===== config.mk =====
export PLATFORM = sky130hd
export DESIGN_NAME = pulse_detector
export DESIGN_NICKNAME = d
export VERILOG_FILES = /design/src/rtl/pulse_det_pkg.sv /design/src/rtl/pulse_detector_sat_abs.sv /design/src/rtl/pulse_detector.sv
export SDC_FILE = /design/constraint.sdc
export NUM_CORES = 1
export LEC_CHECK = 0
export BUFFER_PORTS_ARGS = -buffer_cell sky130_fd_sc_hd__buf_2
export CORE_UTILIZATION = 59
export DETAILED_ROUTE_END_ITERATION = 7
export GPL_TIMING_DRIVEN = 0
export PLACE_DENSITY_LB_ADDON = 0.12
export SYNTH_ARGS = -nofsm -noshare
export SYNTH_HDL_FRONTEND = slang
export SYNTH_SLANG_ARGS = --single-unit

===== constraint.sdc =====
create_clock -name clk -period 5 [get_ports clk]
set_input_delay 0.5 -clock clk [delete_from_list [all_inputs] [get_ports clk]]
set_output_delay 0.5 -clock clk [all_outputs]
set_load 0.05 [all_outputs]

===== src/rtl/pulse_det_pkg.sv =====
// Shared definitions for the burst detector: FSM state encoding and the default
// thresholds also used by the pulsed-sine generator's test configuration.
package pulse_det_pkg;

  typedef enum logic [1:0] {
    SEARCH = 2'd0,
    ON     = 2'd1,
    OFF    = 2'd2
  } state_t;

  localparam int DEF_DW           = 16;
  localparam int DEF_CNT_W        = 24;
  localparam int DEF_THRESH_ON    = 1000;
  localparam int DEF_THRESH_OFF   = 800;
  localparam int DEF_HOLD_SAMPLES = 4;

endpackage


===== src/rtl/pulse_detector_sat_abs.sv =====
// Combinational saturating magnitude: |data_i| on DW-1 bits, with the most
// negative input clamped to the largest representable magnitude.
module sat_abs #(
  parameter int DW = 16
) (
  input  logic [DW-1:0] data_i,
  output logic [DW-2:0] mag_o
);

  localparam logic [DW-2:0] MAG_MAX = {(DW-1){1'b1}};
  localparam logic [DW-2:0] MAG_ONE = {{(DW-2){1'b0}}, 1'b1};

  // Negation only needs the low DW-1 bits because |x| < 2^(DW-1) once -2^(DW-1) is excluded.
  always_comb begin
    if (data_i[DW-1] == 1'b0) begin
      mag_o = data_i[DW-2:0];
    end else if (data_i[DW-2:0] == {(DW-1){1'b0}}) begin
      mag_o = MAG_MAX;
    end else begin
      mag_o = ~data_i[DW-2:0] + MAG_ONE;
    end
  end

endmodule


===== src/rtl/pulse_detector.sv =====
// Burst detector: thresholded magnitude with hysteresis and hold-off, reporting
// pulse width / repetition interval. Optional peak report via PULSE_DET_PEAK_EN.
module pulse_detector
  import pulse_det_pkg::*;
#(
  parameter int DW           = DEF_DW,
  parameter int CNT_W        = DEF_CNT_W,
  parameter int THRESH_ON    = DEF_THRESH_ON,
  parameter int THRESH_OFF   = DEF_THRESH_OFF,
  parameter int HOLD_SAMPLES = DEF_HOLD_SAMPLES
) (
  input  logic                 clk,
  input  logic                 rst,
  input  logic signed [DW-1:0] data_i,
  input  logic                 valid_i,
  output logic                 active_o,
  output logic [CNT_W-1:0]     pw_o,
  output logic [CNT_W-1:0]     pri_o,
  output logic                 sat_o,
  output logic                 meas_valid_o
`ifdef PULSE_DET_PEAK_EN
  ,
  output logic [DW-2:0]        peak_o
`endif
);

  localparam int                HOLD_W   = $clog2(HOLD_SAMPLES + 1);
  localparam logic [HOLD_W-1:0] HOLD_C   = HOLD_W'(HOLD_SAMPLES);
  localparam logic [HOLD_W-1:0] HOLD_ONE = {{(HOLD_W-1){1'b0}}, 1'b1};
  localparam logic [CNT_W-1:0]  CNT_MAX  = {CNT_W{1'b1}};
  localparam logic [CNT_W-1:0]  CNT_ONE  = {{(CNT_W-1){1'b0}}, 1'b1};
  localparam logic [CNT_W-1:0]  CNT_ZERO = {CNT_W{1'b0}};
  localparam logic [DW-2:0]     TH_ON_C  = (DW-1)'(THRESH_ON);
  localparam logic [DW-2:0]     TH_OFF_C = (DW-1)'(THRESH_OFF);

  logic [DW-2:0]     mag_s;
  logic              above_on_s;
  logic              above_off_s;
  logic              edge_at_max_s;
  logic [CNT_W-1:0]  edge_inc_s;
  logic [HOLD_W-1:0] below_inc_s;

  state_t            state_r;
  logic [CNT_W-1:0]  edge_cnt_r;
  logic [CNT_W-1:0]  last_above_r;
  logic [CNT_W-1:0]  pw_hold_r;
  logic              pw_sat_r;
  logic [HOLD_W-1:0] below_cnt_r;
`ifdef PULSE_DET_PEAK_EN
  logic [DW-2:0]     peak_r;
`endif

  sat_abs #(.DW(DW)) u_sat_abs (
    .data_i (data_i),
    .mag_o  (mag_s)
  );

  assign above_on_s    = (mag_s >= TH_ON_C);
  assign above_off_s   = (mag_s >= TH_OFF_C);
  assign edge_at_max_s = (edge_cnt_r == CNT_MAX);
  assign edge_inc_s    = edge_at_max_s ? CNT_MAX : (edge_cnt_r + CNT_ONE);
  assign below_inc_s   = below_cnt_r + HOLD_ONE;

  // Burst FSM, sample counters and registered measurement outputs.
  always_ff @(posedge clk or posedge rst) begin
    if (rst) begin
      state_r      <= SEARCH;
      edge_cnt_r   <= CNT_ZERO;
      last_above_r <= CNT_ZERO;
      pw_hold_r    <= CNT_ZERO;
      pw_sat_r     <= 1'b0;
      below_cnt_r  <= {HOLD_W{1'b0}};
      active_o     <= 1'b0;
      pw_o         <= CNT_ZERO;
      pri_o        <= CNT_ZERO;
      sat_o        <= 1'b0;
      meas_valid_o <= 1'b0;
`ifdef PULSE_DET_PEAK_EN
      peak_r       <= {(DW-1){1'b0}};
      peak_o       <= {(DW-1){1'b0}};
`endif
    end else begin
      meas_valid_o <= 1'b0;
      if (valid_i) begin
        case (state_r)
          SEARCH: begin
            if (above_on_s) begin
              state_r      <= ON;
              active_o     <= 1'b1;
              edge_cnt_r   <= CNT_ZERO;
              below_cnt_r  <= {HOLD_W{1'b0}};
              last_above_r <= CNT_ZERO;
`ifdef PULSE_DET_PEAK_EN
              peak_r       <= mag_s;
`endif
            end
          end
          ON: begin
            edge_cnt_r <= edge_inc_s;
`ifdef PULSE_DET_PEAK_EN
            if (mag_s > peak_r) begin
              peak_r <= mag_s;
            end
`endif
            if (above_off_s) begin
              below_cnt_r  <= {HOLD_W{1'b0}};
              last_above_r <= edge_inc_s;
            end else if (below_inc_s == HOLD_C) begin
              // Only a last-above index already at the counter ceiling makes pw overflow.
              state_r     <= OFF;
              active_o    <= 1'b0;
              below_cnt_r <= {HOLD_W{1'b0}};
              pw_hold_r   <= (last_above_r == CNT_MAX) ? CNT_MAX : (last_above_r + CNT_ONE);
              pw_sat_r    <= (last_above_r == CNT_MAX);
            end else begin
              below_cnt_r <= below_inc_s;
            end
          end
          OFF: begin
            if (above_on_s) begin
              state_r      <= ON;
              active_o     <= 1'b1;
              meas_valid_o <= 1'b1;
              pw_o         <= pw_hold_r;
              pri_o        <= edge_inc_s;
              sat_o        <= pw_sat_r | edge_at_max_s;
              edge_cnt_r   <= CNT_ZERO;
              below_cnt_r  <= {HOLD_W{1'b0}};
              last_above_r <= CNT_ZERO;
`ifdef PULSE_DET_PEAK_EN
              peak_o       <= peak_r;
              peak_r       <= mag_s;
`endif
            end else if (edge_inc_s == CNT_MAX) begin
              // Gap too long to measure: abandon the pending report.
              state_r    <= SEARCH;
              edge_cnt_r <= CNT_ZERO;
            end else begin
              edge_cnt_r <= edge_inc_s;
            end
          end
          default: begin
            state_r  <= SEARCH;
            active_o <= 1'b0;
          end
        endcase
      end
    end
  end

endmodule


After elaboration in Yosys (flattened, before gate mapping). Index checks and enable logic that the tools add are counted.

Add/subtract/negate cells: 4. Order comparisons: 2. Equality and inequality tests: 12. Muxes and demuxes: 27. Bitwise gates (word level): 3. Reductions and logical operators: 12.

Operators by type and width (count): 2-to-1 mux 24 bit (6); == test 24 bit (second input constant) (3); case mux 24 bit (3 select lines) (1); adder 24 x 1 -> 24 bit (second input constant) (2); case mux 24 bit (2 select lines) (1); >= comparator 15 x 10 -> 1 bit (second input constant) (2); 2-to-1 mux 15 bit (2); adder 15 x 1 -> 15 bit (second input constant) (1); logical NOT 15 bit (1); inverter 15 bit (1); AND reduction 4 bit (3); 2-to-1 mux 2 bit (5); 2-to-1 mux 3 bit (3); AND reduction 3 bit (3); inequality test 2 bit (second input constant) (4); 2-to-1 mux 1 bit (6); case mux 2 bit (3 select lines) (1); case mux 3 bit (2 select lines) (1); AND reduction 5 bit (1); adder 3 x 1 -> 3 bit (second input constant) (1); == test 3 bit (second input constant) (1); inequality test 3 bit (second input constant) (1); nonzero test 3 bit (1); == test 2 x 1 -> 1 bit (second input constant) (1); other kinds (8) (8).

Register bits: 129. Bits of input ports: 19. Output and inout port bits: 51. Logic and storage cells: 71.

Depth between registers and ports, before layout. Gate-level depths: netlist of run 1.

Depth after elaboration: 8. Gate-level depth with buffers: 13.

Hierarchy. Synthesis of run 1 repeated with hierarchy kept, for this count alone.

Cells, all modules: 777. Area, all modules: 6854.1 um2.

Modules (own cells, without submodules): pulse_detector (instances 1, cells an instance 717, area an instance 6428.7 um2); sat_abs (instances 1, cells an instance 60, area an instance 425.4 um2).

Worst setup path before layout of run 1. No wires, ideal clock.

Path type: input-to-reg. From: in data_i[0]. To: reg pw_o[6]. Library setup time: 125 ps. Arrival time: 2883 ps. Path slack: 1993 ps. Stages: 13. Path buffers: 3. Cells stage by stage: inv_1 ha_1 nor4b_1 nand4b_1 mux2i_1 o22ai_1 or3_1 buf_2 nand3_2 buf_6 inv_2 buf_6 mux2_2.

Cells in the longest elaborated chain, start to end: 6.

RTL lines: from (decl) (RTL line pulse_detector.sv:14) `input logic signed [DW-1:0] data_i,`; inverter 15 bit (RTL line pulse_detector_sat_abs.sv:20) `mag_o = ~data_i[DW-2:0] + MAG_ONE;`; adder 15 x 1 -> 15 bit (RTL line pulse_detector_sat_abs.sv:20); 2-to-1 mux 15 bit (RTL line pulse_detector_sat_abs.sv:17) `end else if (data_i[DW-2:0] == {(DW-1){1'b0}}) begin`; 2-to-1 mux 15 bit * (RTL line pulse_detector_sat_abs.sv:15) `if (data_i[DW-1] == 1'b0) begin`; >= comparator 15 x 10 -> 1 bit * (RTL line pulse_detector.sv:58) `assign above_on_s = (mag_s >= TH_ON_C);`; AND reduction 3 bit (no line) *; to (signal assigned) (RTL line pulse_detector.sv:124) `pw_o <= pw_hold_r;`; to (decl) (RTL line pulse_detector.sv:17) `output logic [CNT_W-1:0] pw_o,`.

Mark *: on every way between the ends. The rest lies on a longest branch, timed or not. A chain may end at the register's enable or synchronous reset.

Worst setup path after layout of run 1.
From: reg edge_cnt_r[0]. To: reg state_r[0].

Cells in the longest elaborated chain, start to end: 5.

RTL lines: from (decl) (RTL line pulse_detector.sv:44) `logic [CNT_W-1:0] edge_cnt_r;`; from (signal assigned) (RTL line pulse_detector.sv:99) `edge_cnt_r <= edge_inc_s;`; from (signal assigned) (RTL line pulse_detector.sv:139) `edge_cnt_r <= edge_inc_s;`; adder 24 x 1 -> 24 bit or == test 24 bit (tied branches) (RTL line pulse_detector.sv:61, pulse_detector.sv:60); 2-to-1 mux 24 bit * (RTL line pulse_detector.sv:61) `assign edge_inc_s = edge_at_max_s ? CNT_MAX : (edge_cnt_r + CNT_ONE);`; == test 24 bit * (RTL line pulse_detector.sv:134) `end else if (edge_inc_s == CNT_MAX) begin`; inequality test 3 bit (no line) *; AND reduction 5 bit (no line) *; to (signal assigned) (RTL line pulse_detector.sv:67) `state_r <= SEARCH;`; to (signal assigned) (RTL line pulse_detector.sv:136) `state_r <= SEARCH;`; to (signal assigned) (RTL line pulse_detector.sv:143) `state_r <= SEARCH;`; to (decl) (RTL line pulse_detector.sv:43) `state_t state_r;`.

Marked as above.

==> impl_metrics.ini, run 1 <==
[status]
status = finished clean

[final_layout]
multi_input_area_mm2 = 0.003213
seq_area_mm2 = 0.003228
layout.nets = 812
diodes = 0
drive_gt1_share_pct = 21.11
fin_area_mm2 = 0.007878
n_fill_cell = 787
area_growth_pct = 17.09
post-route-util_pct = 71.72

[setup_path]
critical_path.max_fanout = 8
cp-startpoint = edge_cnt_r[0]
rr_startpoint = edge_cnt_r[0]
cp.arrival_ns = 3.85
start_kind = register
slowest_delay_ns = 0.59
cpMaxStageDelayCell = nor4_2
crit_type = register to register
endpoint_kind = register
cp_cell_sequence = ha_1, clkbuf_1, inv_1, nor4_2, nand3_1, mux2i_1, a2111o_1, nand3_1, o21ai_0, mux2_2
critPathMostFrequentCell = nand3_1
required_ns = 5.31

[synth]
synth-seq-area-share_pct = 47.98
synth_most_common_cell = dfrtp_1
ys_types = 68
synthTopCellsByCount = dfrtp_1 (129), nand2_1 (99), nor2_1 (72)
synth_edf_count = 0
synth.area.top_cells = dfrtp_1 (48%), nand2_1 (5.5%), o21ai_0 (4.2%)
syn-instance-count = 695
synth_ff_type = dfrtp_1
netlist_area_mm2 = 0.006728
synth_area_per_cell_um2 = 9.680
ys_warn_count = 0
async_flop_share_pct = 100.0
yosysTopAreaCellShare_pct = 47.98
synth_largest_area_cell = dfrtp_1
ys_ff_latch = 129
syn_nets = 724

[timing]
rsz0062_at_grt = false
post-route-period-util_pct = 70.93
final.min_clock_period_ns = 3.546
clock_skew_ns = 0.006535
finalSetupViolations = 0
fmax_ghz = 0.2820
finalWorstSetupSlack_ns = 1.454
slew_viol_final = 0
slew_headroom_pct = 32.25
hold_viol = 0
worst_hold_slack_ns = 0.1073
tightest_slew_ns = 1.003

[cts]
cts_setup_buffers = 0
clockBufferDepth = 2
cts-buffers-inserted = 17
path_clk_slew_ns = 0.06
holdBufCountCts = 0
cts_root_buf = clkbuf_16
clock_sinks = 129
cts_resized = 0
clock_latency_ns = 0.42
cts.htree.levels = 4
cts_tree = built

[pwr]
switching_share_pct = 30.67
pwr-share-clk_pct = 42.1
pwr-share-comb_pct = 20.5
cellPowerDensity_mw_per_mm2 = 383.9
ir_worst_vdd_uv = 274.0
p_int_w = 0.002097
power_frac_seq_pct = 37.4
p_sw_w = 0.0009274
leakagePower_nw = 3.620

[floorplan]
io_pins = 70
die_area_mm2 = 0.01183
dieWidth_um = 108.8
initial_core_util_pct = 61.26
die_h_um = 108.8
row_count = 38
coreArea_mm2 = 0.01098

[global_route]
grt_pass1_vias = 5406
grt_max_degree = 78
grt_antenna_before_repair = 0
grt-ovfl-total = 0
grt_first_pass_wirelength_um = 25880
grtUsageTotal_pct = 28.57

[drt]
dr_total_vias = 5511
post-route-drc-count = 0
vias_per_cell = 5.888
wirelength_um = 15550
ant_nets = 0
firstDrtPassIters = 8
drt_iter0_markers = 373
routedWlPerCell_um = 16.61

[min_path]
hp-class = input port to async pin

[place]
placed_cell_area_mm2 = 0.007276
place_congestion = 0.9214
portBuffers = 68
post-place-ws_ns = 1.211
dp_hpwl_um = 11160

[flow_run]
drv_cap = 0
metal layers:
layer	track usage, %	wire (um)	share of wire [%]	vias to the layer above
met1	34.89	6564	42	2640
met3	5.918	727	4.7	39
met4	14.00	437	2.8	0
li1	-	-	-	2630
met2	48.15	7821	50	202
met5	0	0	0	-
state kept, by name, summed over array words and instances (netlist names):
name          count
edge_cnt_r       24
last_above_r     24
pri_o            24
pw_hold_r        24
pw_o             24
below_cnt_r       3
state_r           2
active_o          1
meas_valid_o      1
pw_sat_r          1
sat_o             1
through the flow:
step                setup TNS [ns]  power [W]  std cells
finish                           0   0.003024        936
global route                     0   0.003163        936
CTS                              0   0.003038        936
detailed placement               0   0.001763        904
global placement            -15.76   0.001737        903
floorplan                        0   0.001592        695
worst max-delay path, delay by kind of cell (launching register included):
kind                     cells  cell delay (ns)
AO/OA/AOI/OAI                2             0.54
adder cells (fa/ha/maj)      1             0.19
buffers and inverters        2             0.47
flip-flops                   1             0.47
multiplexers                 2             0.86
AND/OR/NAND/NOR              3             0.89
path summary, 6_finish.rpt:
path                       cells after the start  slack [ns]         end
hold / removal                                 2        0.11    pri_o[6]
setup reg to reg                              10        1.45  state_r[0]
min in group clk                               2        0.48   pri_o[12]
hold reg to reg                                2        0.48   pri_o[12]
max in group asynchronous                      3        4.17    pw_o[17]
setup / recovery                              10        1.45  state_r[0]
layout make-up:
class | instances | area share, %
buffer | 39 | 2.684
clock inverter | 12 | 2.097
inverter | 20 | 1.017
tap | 140 | 2.224
sequential | 129 | 40.98
clock buffer | 20 | 5.543
timing repair buffer | 69 | 4.670
multi-input combinational | 507 | 40.79
cell usage in the layout, fill, tap and decap left out, types with 5 or more instances in the layout:
cell         n
clkbuf_1    19
and2_1       7
inv_1       18
clkinv_2     6
mux2_2      15
nand4b_1     7
and3_1       9
nor3_1      10
o31ai_1     24
mux2_4      16
buf_2       79
xor2_1      11
a21oi_1     27
nor2_1      72
nand4_1     13
xnor2_1     26
dfrtp_1    129
o21ai_0     56
nand3_1     22
nand2_1     99
o41ai_1      5
ha_1        10
clkbuf_16   17
buf_6        5
cell families after synthesis:
family                   after synthesis  share of synthesized area [%]
AND/OR/NAND/NOR                      277                          20.27
AO/OA/AOI/OAI                        150                          14.43
flip-flops                           129                          47.98
buffers and inverters                 59                          4.259
XOR/XNOR                              37                          4.817
multiplexers                          33                          6.379
adder cells (fa/ha/maj)               10                          1.860
power by group through the flow:
stage / logic, W / clock network (W) / registers (W)
2_1_floorplan: 0.000407 / 0 / 0.00118
3_3_place_gp: 0.000594 / 0 / 0.00114
3_5_place_dp: 0.000618 / 0 / 0.00115
4_1_cts: 0.000620 / 0.00129 / 0.00113
5_1_grt: 0.000690 / 0.00134 / 0.00113
6_report: 0.000620 / 0.00127 / 0.00113
No activity file was read; power rests on OpenSTA's default activity.
==> run 2: changes to the inputs <==
clock period = 3.3 ns   (was 5 ns; I/O delays follow)
==> run 2 against run 1 <==
  * Critical path type unchanged
  * Fmax rose by 16%
  * Register-to-register slack got worse by 1.2 ns
  * Clock power rose by 39%
  * Flip-flop and latch count did not move
  * Combinational power rose by 52%
  * Wire length fell by 1.8%
  * Sequential power rose by 51%
  * Final cell count fell by 0.32%
==> impl_metrics.ini, run 2 (same netlist as run 1, synthesis figures left out) <==
[final_layout]
n_fill_cell = 794
area_growth_pct = 17.46
layout_common_cells = dfrtp_1 (129), nand2_1 (99), buf_2 (79), nor2_1 (72), o21ai_0 (56)
drive_gt1_share_pct = 21.69
final_common_cell = dfrtp_1
multi_input_area_mm2 = 0.003247
seq_area_mm2 = 0.003228
diodes = 0
post-route-util_pct = 71.95
layout.nets = 814

[timing]
post-route-period-util_pct = 92.57
slew_viol_final = 0
finalSetupViolations = 0
tightest_slew_ns = 0.9429
hold_viol = 0
worst_hold_slack_ns = 0.3444
slew_headroom_pct = 36.32
setup_tns_ns = 0
final.min_clock_period_ns = 3.055
fmax_ghz = 0.3273
clock_skew_ns = 0.006389
rsz0062_at_grt = false

[cts]
clock_sinks = 129
path_clk_slew_ns = 0.05
cts-buffers-inserted = 17
clock_latency_ns = 0.42
cts_tree = built
cts_root_buf = clkbuf_16
clockBufferDepth = 2
cts.htree.levels = 4

[pwr]
cellPowerDensity_mw_per_mm2 = 560.4
ir_worst_vdd_uv = 519.7
leakagePower_nw = 3.634

[setup_path]
cp.arrival_ns = 3.33
required_ns = 3.58
critical_path.max_fanout = 10
cp.buffers_inverters = 2
slowest_delay_ns = 0.57
path_delay_family = simple AND/OR/NAND/NOR gates
start_kind = register
cp_cell_sequence = clkbuf_2, nand4_2, nor4_4, xnor2_1, or4_1, a2111o_1, a41oi_2, or2_4, buf_6, o21ai_0
crit_type = register to register
endpoint_kind = register
cpMaxStageDelayCell = or4_1

[drt]
drt_iter0_markers = 317
post-route-drc-count = 0
ant_nets = 0
dr_total_vias = 5499
wirelength_um = 15280
vias_per_cell = 5.894
firstDrtPassIters = 5
routedWlPerCell_um = 16.37

[floorplan]
coreArea_mm2 = 0.01098
dieWidth_um = 108.8
row_count = 38
io_pins = 70
die_area_mm2 = 0.01183
initial_core_util_pct = 61.26
die_h_um = 108.8

[place]
place_congestion = 0.9157
dp_hpwl_um = 11200
portBuffers = 68

[global_route]
grt_pass1_vias = 5127
grt_first_pass_wirelength_um = 24630
grt_max_degree = 43
grtUsageTotal_pct = 27.25
grt_antenna_before_repair = 0
grt-ovfl-total = 0

[min_path]
hp-class = input port to register

[flow_run]
drv_cap = 0

[status]
status = finished clean
## run 2: cell count changes in the layout (fill, tap and decap cells not counted), moves of 2 or more
cell	before	now
clkbuf_1	19	14
buf_12	0	3
clkbuf_8	0	3
bufinv_16	4	2
clkinv_2	6	4
## run 2: cell type report
class | instances | share of cell area (%)
Buffer | 38 | 2.644
Clock buffer | 20 | 5.906
Clock inverter | 7 | 1.108
Inverter | 20 | 0.9975
Multi-Input combinational cell | 507 | 41.09
Sequential cell | 129 | 40.85
Tap cell | 140 | 2.217
Timing Repair Buffer | 72 | 5.193
## run 2: per-stage QoR
step / cell area (um2) / cells / setup WS (ns) / total power (W)
after detailed placement: 7307 / 906 / -0.2821 / 0.002675
after floorplan: 6731 / 695 / 0.4627 / 0.002412
after CTS: 7884 / 934 / 0.04808 / 0.004446
after global routing: 7903 / 933 / 0.01201 / 0.004616
final: 7903 / 933 / 0.2450 / 0.004428
after global placement: 7247 / 903 / -0.1787 / 0.002634
## run 2: final timing paths
check	end	slack, ns	startpoint	cells after the start
worst max-delay path	edge_cnt_r[8]	0.25	edge_cnt_r[3]	10
worst min-delay path	active_o	0.34	valid_i	3
worst max register to register	edge_cnt_r[8]	0.25	edge_cnt_r[3]	10
worst min register to register	pri_o[4]	0.47	pri_o[4]	2
max in group asynchronous	edge_cnt_r[16]	2.30	rst	4
min in group asynchronous	pw_hold_r[2]	0.47	rst	3
## run 2: power breakdown
group	leakage (nW)	switching, W	internal [W]
combinational	1.57	0.000655	0.000288
clock	0.275	0.000630	0.00114
sequential	1.79	0.0000714	0.00164
total	3.63	0.00136	0.00307
## run 2: metal layers
metal	share of wire (%)	up-vias	track usage (%)
li1	-	2637	-
met1	42	2643	32.51
met2	50	186	47.06
met3	4.7	33	5.977
met4	2.8	0	12.16
met5	0	-	0
## run 2: repair_timing
item / CTS / global route
hold buffers: 1 / 0
setup buffers: 0 / 0
hold endpoints to repair: 14 / 0
setup endpoints to repair: 22 / 85
resized for setup: 2 / 5
cloned: 0 / 0
pin swaps: 0 / 1
## run 2: worst reg2reg max path: cells and delay by family, from the launching register on
kind	cells	cell delay, ns
AND/OR/NAND/NOR	4	1.38
AO/OA/AOI/OAI	3	0.77
flip-flops	1	0.32
buffers and inverters	2	0.32
XOR/XNOR	1	0.11
